[src/rtl/message_buffer_pkg.sv]
`default_nettype none
// ============================================================================
//  Module      : message_buffer_pkg
//  Description : Message widths, buffer entry layout and byte-lane helper
//                shared by message_extractor and message_buffer.
//  Revision    : 1.0 - initial release
// ============================================================================
package message_buffer_pkg;

    localparam int MSG_DATA_W = 256;
    localparam int MSG_MASK_W = 32;
    localparam int MSG_LEN_W  = 6;
    localparam int MSG_BYTE_W = 8;

    // One stored message. The length travels with the data so the read side
    // never has to recount the mask.
    typedef struct packed {
        logic [MSG_DATA_W-1:0] data;
        logic [MSG_MASK_W-1:0] mask;
        logic [MSG_LEN_W-1:0]  len;
    } msg_entry_t;

    // Byte lane i occupies bits [8*i+7 : 8*i] of the message data.
    function automatic logic [MSG_BYTE_W-1:0] msg_byte(
        input logic [MSG_DATA_W-1:0] data,
        input int unsigned           idx
    );
        return data[idx*MSG_BYTE_W +: MSG_BYTE_W];
    endfunction

endpackage : message_buffer_pkg
`default_nettype wire

[src/rtl/msg_popcount.sv]
`default_nettype none
// ============================================================================
//  Module      : msg_popcount
//  Description : Counts the valid byte lanes of a message mask (0..32).
//  Revision    : 1.0 - initial release
// ============================================================================
module msg_popcount
    import message_buffer_pkg::*;
(
    input  logic [MSG_MASK_W-1:0] mask,
    output logic [MSG_LEN_W-1:0]  count
);

    // Ripple sum of the mask bits; 6 bits hold the all-ones case of 32.
    always_comb begin
        count = '0;
        for (int i = 0; i < MSG_MASK_W; i++) begin
            count = count + MSG_LEN_W'(mask[i]);
        end
    end

endmodule : msg_popcount
`default_nettype wire

[src/rtl/message_buffer.sv]
`default_nettype none
// ============================================================================
//  Module      : message_buffer
//  Description : First-word-fall-through message FIFO behind message_extractor.
//                Input has no backpressure; messages arriving while full are
//                dropped and counted. Output is a valid/ready interface.
//  Revision    : 1.0 - initial release
// ============================================================================
module message_buffer
    import message_buffer_pkg::*;
#(
    parameter int DEPTH  = 8,
    parameter int ADDR_W = 3,
    parameter int CNT_W  = 16
) (
    input  logic                  clk,
    input  logic                  reset_n,
    input  logic                  in_valid,
    input  logic [MSG_DATA_W-1:0] in_data,
    input  logic [MSG_MASK_W-1:0] in_bytemask,
    output logic                  out_valid,
    input  logic                  out_ready,
    output logic [MSG_DATA_W-1:0] out_data,
    output logic [MSG_MASK_W-1:0] out_bytemask,
    output logic [MSG_LEN_W-1:0]  out_len,
    output logic [ADDR_W:0]       level,
    output logic [CNT_W-1:0]      drop_count,
    output logic                  overflow
);

    localparam logic [ADDR_W:0]   c_full_level = (ADDR_W+1)'(DEPTH);
    localparam logic [ADDR_W:0]   c_level_one  = (ADDR_W+1)'(1);
    localparam logic [ADDR_W-1:0] c_ptr_one    = ADDR_W'(1);
    localparam logic [CNT_W-1:0]  c_cnt_one    = CNT_W'(1);

    msg_entry_t          r_mem [DEPTH];
    logic [ADDR_W-1:0]   r_wr_ptr;
    logic [ADDR_W-1:0]   r_rd_ptr;
    logic [ADDR_W:0]     r_level;
    logic [CNT_W-1:0]    r_drop_count;
    logic                r_overflow;

    logic [MSG_LEN_W-1:0] w_in_len;
    logic                 w_push_req;
    logic                 w_pop;
    logic                 w_full;
    logic                 w_wr_en;
    logic                 w_drop;
    msg_entry_t           w_head;

    // Length is computed once on the way in and stored with the entry.
    msg_popcount u_popcount (
        .mask  (in_bytemask),
        .count (w_in_len)
    );

    // A zero-mask message carries nothing and is ignored outright.
    assign w_push_req = in_valid && (in_bytemask != '0);
    assign w_full     = (r_level == c_full_level);
    assign w_pop      = out_valid && out_ready;
    // When full, a same-cycle pop frees the head slot, so the push still fits.
    assign w_wr_en    = w_push_req && (!w_full || w_pop);
    assign w_drop     = w_push_req && w_full && !w_pop;

    // Entry storage needs no reset: level alone decides which entries are live.
    always_ff @(posedge clk) begin
        if (w_wr_en) begin
            r_mem[r_wr_ptr] <= '{data: in_data, mask: in_bytemask, len: w_in_len};
        end
    end

    // Pointers, occupancy and drop accounting.
    always_ff @(posedge clk or negedge reset_n) begin
        if (!reset_n) begin
            r_wr_ptr     <= '0;
            r_rd_ptr     <= '0;
            r_level      <= '0;
            r_drop_count <= '0;
            r_overflow   <= 1'b0;
        end else begin
            if (w_wr_en) begin
                r_wr_ptr <= r_wr_ptr + c_ptr_one;
            end
            if (w_pop) begin
                r_rd_ptr <= r_rd_ptr + c_ptr_one;
            end
            if (w_wr_en && !w_pop) begin
                r_level <= r_level + c_level_one;
            end else if (w_pop && !w_wr_en) begin
                r_level <= r_level - c_level_one;
            end
            if (w_drop) begin
                r_overflow <= 1'b1;
                if (r_drop_count != '1) begin
                    r_drop_count <= r_drop_count + c_cnt_one;
                end
            end
        end
    end

    // Head entry falls straight through; outputs read as zero when empty.
    assign w_head       = r_mem[r_rd_ptr];
    assign out_valid    = (r_level != '0);
    assign out_data     = out_valid ? w_head.data : '0;
    assign out_bytemask = out_valid ? w_head.mask : '0;
    assign out_len      = out_valid ? w_head.len  : '0;

    assign level      = r_level;
    assign drop_count = r_drop_count;
    assign overflow   = r_overflow;

endmodule : message_buffer
`default_nettype wire

[config.mk]
export PLATFORM = sky130hd
export DESIGN_NAME = message_buffer
export DESIGN_NICKNAME = d
export VERILOG_FILES = /design/src/rtl/message_buffer_pkg.sv /design/src/rtl/msg_popcount.sv /design/src/rtl/message_buffer.sv
export SDC_FILE = /design/constraint.sdc
export NUM_CORES = 2
export LEC_CHECK = 0
export CAP_MARGIN = 30
export CORE_ASPECT_RATIO = 1.4
export CORE_MARGIN = 8
export CORE_UTILIZATION = 27
export DETAILED_ROUTE_END_ITERATION = 8
export PLACE_DENSITY = 0.43
export SLEW_MARGIN = 5
export SYNTH_ARGS = -nofsm -noshare
export SYNTH_HDL_FRONTEND = slang
export SYNTH_SLANG_ARGS = --single-unit
[constraint.sdc]
create_clock -name clk -period 56.2 [get_ports clk]
set_clock_uncertainty 0.05 [all_clocks]
set_input_delay 16.86 -clock clk [delete_from_list [all_inputs] [get_ports clk]]
set_output_delay 16.86 -clock clk [all_outputs]
set_load 0.01 [all_outputs]
==> results_dict.tcl <==
set metrics [dict create \
    status "completed" \
    synth_top_family_by_area "multiplexers" \
    cts_tree "yes" \
    clk_pin_slew_ps 60 \
    power_frac_seq_pct 38.4 \
    numCtsBuffers 243 \
    post-cts-setup-buffers 0 \
    tightest_slew_ps 1010 \
    route.detailed.drc 0 \
    placed_cell_area_sq_um 103000 \
    wl_per_cell_microns 25.9 \
    vias 42100 \
    critPathKind "flop to primary output" \
    rrSetupSlack_ps 50800 \
    final.fill_count 31800 \
    reg2reg_to "r_mem[0][117]$_DFFE_PP_" \
    initial_core_util_pct 27.1 \
    reg2regPathDepth 8 \
    worst_setup_path_start_kind "flop" \
    drtAntennaViolNets 0 \
    drive_gt1_share_pct 21.4 \
    synth.area.mux_share_pct 17.8 \
    nets 5041 \
    place_congestion 0.696 \
    htreeDepth 4 \
    worstHoldPathCells 1 \
    path_max_fanout 39 \
    whs_endpoint "overflow$_DFFE_PN0P_" \
    ios 608 \
    post-route-period-util_pct 43.3 \
    grt_max_degree 97 \
    yosysUniqueCellTypes 44 \
    syn_area_per_cell_sq_um 23.1 \
    power_density_nw_per_um2 55.2 \
    crit_slowest_cell "dfrtp_4" \
    peakVddDrop_v 0.0000445 \
    critPathMostFrequentCell "buf_4" \
    arrival_ps 7450 \
    drv_slew 0 \
    cts_root_buf "clkbuf_16" \
    synthAdderAreaFrac_pct 0.754 \
    grt_first_pass_wirelength_microns 346000 \
    comb_power_share_pct 35.6 \
    grt_remaining_overflow 0 \
    synth_fp_nets 4286 \
    syn-cell-area_sq_um 91200 \
    core_sq_um 336000 \
    dp_hpwl_microns 143000 \
    p_sw_mw 1.93 \
    synthArstFlopShare_pct 1.13 \
    relSlewSlack_pct 32.7 \
    firstDrtPassIters 5 \
    grt.total_usage_pct 13.1 \
    finalSetupTns_ps 0 \
    area_growth_pct 21.4 \
    setup.worst_path.end_class "primary output" \
    worstHoldStart "overflow$_DFFE_PN0P_" \
    worstReg2RegStart "level[0]$_DFFE_PN0P_" \
    max_freq_mhz 41.1 \
    ys_seq_area_share_pct 78.2 \
    power_mw 6.11 \
    cts.repair.resized 0 \
    setup_violations 0 \
    synth_simple_gate_area_share_pct 1.70 \
    crit_chain "buf_4 > buf_4 > buf_4 > buf_4 > buf_4 > buf_4 > buf_16 > mux4_2 > mux2i_1 > nor2_1 > clkdlybuf4s50_1" \
    insertion_delay_ps 910 \
    drt_iter0_markers 2280 \
    synth-xor-area-share_pct 0.240 \
    syn_inst 3954 \
    design_area_sq_um 111000 \
    cts_sinks 2379 \
    final_cell_mix "edfxtp_1 (2352), clkdlybuf4s50_1 (607), mux4_2 (588), nor2_1 (301), mux2i_1 (294)" \
    cpPeakStageDelay_ps 750 \
    hp-class "flop to flop" \
    hold_viol 0 \
    required_ps 39290 \
    p_clk_share_pct 26.0 \
    die_w_microns 507 \
    die_area_sq_um 357000 \
    antenna_found_initial 57 \
    synth_compound_area_share_pct 0.0892 \
    switching_share_pct 31.6 \
    ys.warnings.count 0 \
    die_y_microns 704 \
    ctsHoldBuffers 0 \
    synth-seq-cells 2379 \
    p_leak_nw 35.5 \
    portBuffers 607 \
    synth_edf_count 2352 \
    clockBufferDepth 4 \
    p_int_mw 4.18 \
    grt_pass1_vias 46400 \
    rows 252 \
    grt_setup_unrepaired "no" \
    mostFrequentLayoutCell "edfxtp_1" \
    synthFlopType "edfxtp_1" \
    min_period_ps 24360 \
    drt-total-wl_microns 242000 \
    vias_per_cell 4.50 \
    drv_cap 0 \
]
-- logic make-up after synthesis --
kind of cell / count (synthesis)
flip-flops: 2379
multiplexers: 886
AND/OR/NAND/NOR: 359
buffers and inverters: 253
adder cells (fa/ha/maj): 40
XOR/XNOR: 25
AO/OA/AOI/OAI: 12
-- stage by stage --
stage / utilization, % / setup slack (ps) / std cells / hold slack (ps)
6_report: 32.9 / 31840 / 9354 / 418
5_1_grt: 32.9 / 31060 / 9351 / 453
4_1_cts: 32.9 / 31050 / 9341 / 420
3_5_place_dp: 30.6 / 32120 / 8907 / 405
3_3_place_gp: 30.6 / 32130 / 8900 / 407
2_1_floorplan: - / 8910 / 3954 / 454
-- cell usage after synthesis, types with 2 or more instances --
library cell	instances	area (sq um)
nor4_4	2	42.5
and4b_1	3	30.0
mux2i_1	294	2940
ha_1	15	188
inv_1	53	199
buf_6	3	33.8
edfxtp_1	2352	70600
buf_2	82	410
nor2_1	301	1130
buf_1	28	105
nand2_1	6	22.5
fa_1	25	500
mux2_2	4	45.0
nand4_1	4	25.0
clkbuf_1	66	248
nor3b_1	2	15.0
nand3_1	7	35.0
nor4_1	8	50.1
nor2b_1	2	12.5
mux4_2	588	13200
xor2_1	17	149
dfrtp_1	27	676
a21oi_1	3	15.0
nand2b_1	2	12.5
nor4bb_1	3	30.0
a21o_1	3	22.5
xnor2_1	8	70.1
buf_4	21	158
nor3_1	10	50.1
-- critical path, delay by kind of cell, from the launching register on --
family                 cells  cell delay (ps)
DFF                        1              750
muxes                      2              970
and+or+nand+nor            1               90
buffers and inverters      8             4410
-- area by class of cell --
| type | count | area (sq um) | share of cell area (%) |
|---|---|---|---|
| Antenna cell | 11 | 27.5 | 0.0249 |
| Clock buffer | 287 | 6330 | 5.71 |
| Clock inverter | 147 | 1370 | 1.24 |
| Inverter | 53 | 199 | 0.180 |
| Multi-Input combinational cell | 1322 | 18800 | 17.0 |
| Sequential cell | 2379 | 71300 | 64.4 |
| Tap cell | 4445 | 5560 | 5.02 |
| Timing Repair Buffer | 710 | 7110 | 6.42 |
-- power by group through the flow --
stage               Combinational, mW  Clock (mW)  Sequential (mW)
finish                           2.18        1.59             2.34
global route                     2.35        1.70             2.37
CTS                              2.28        1.64             2.35
detailed placement               2.27           0             2.39
global placement                 2.27           0             2.38
floorplan                        1.22           0             2.47
-- state kept, by name (all words and copies together), names as in the netlist --
name / count
drop_count: 16
level: 4
overflow: 1
r_mem: 2352
r_rd_ptr: 3
r_wr_ptr: 3
-- layer usage --
| layer | GRT usage (%) | part of all wire [%] | vias to the layer above |
|---|---|---|---|
| met5 | 0 | 0.11 | - |
| met4 | 3.44 | 2.6 | 42 |
| met3 | 2.58 | 4.4 | 394 |
| met2 | 23.7 | 52 | 882 |
| met1 | 16.2 | 41 | 22800 |
| li1 | - | - | 18000 |
-- how the worst max path moves through the flow --
stage | from | to | slack (ps) | depth (start not counted)
global route | r_rd_ptr[0]$_DFFE_PN0P_ | out_data[183] | 31060 | 11
global placement | r_rd_ptr[0]$_DFFE_PN0P_ | out_data[183] | 32130 | 10
floorplan | in_bytemask[0] | r_mem[4][0]$_DFFE_PP_ | 8910 | 8
finish | r_rd_ptr[0]$_DFFE_PN0P_ | out_data[183] | 31840 | 11
CTS | r_rd_ptr[0]$_DFFE_PN0P_ | out_data[183] | 31050 | 10
detailed placement | r_rd_ptr[0]$_DFFE_PN0P_ | out_data[183] | 32120 | 10
(Power assumes the default switching activity.)
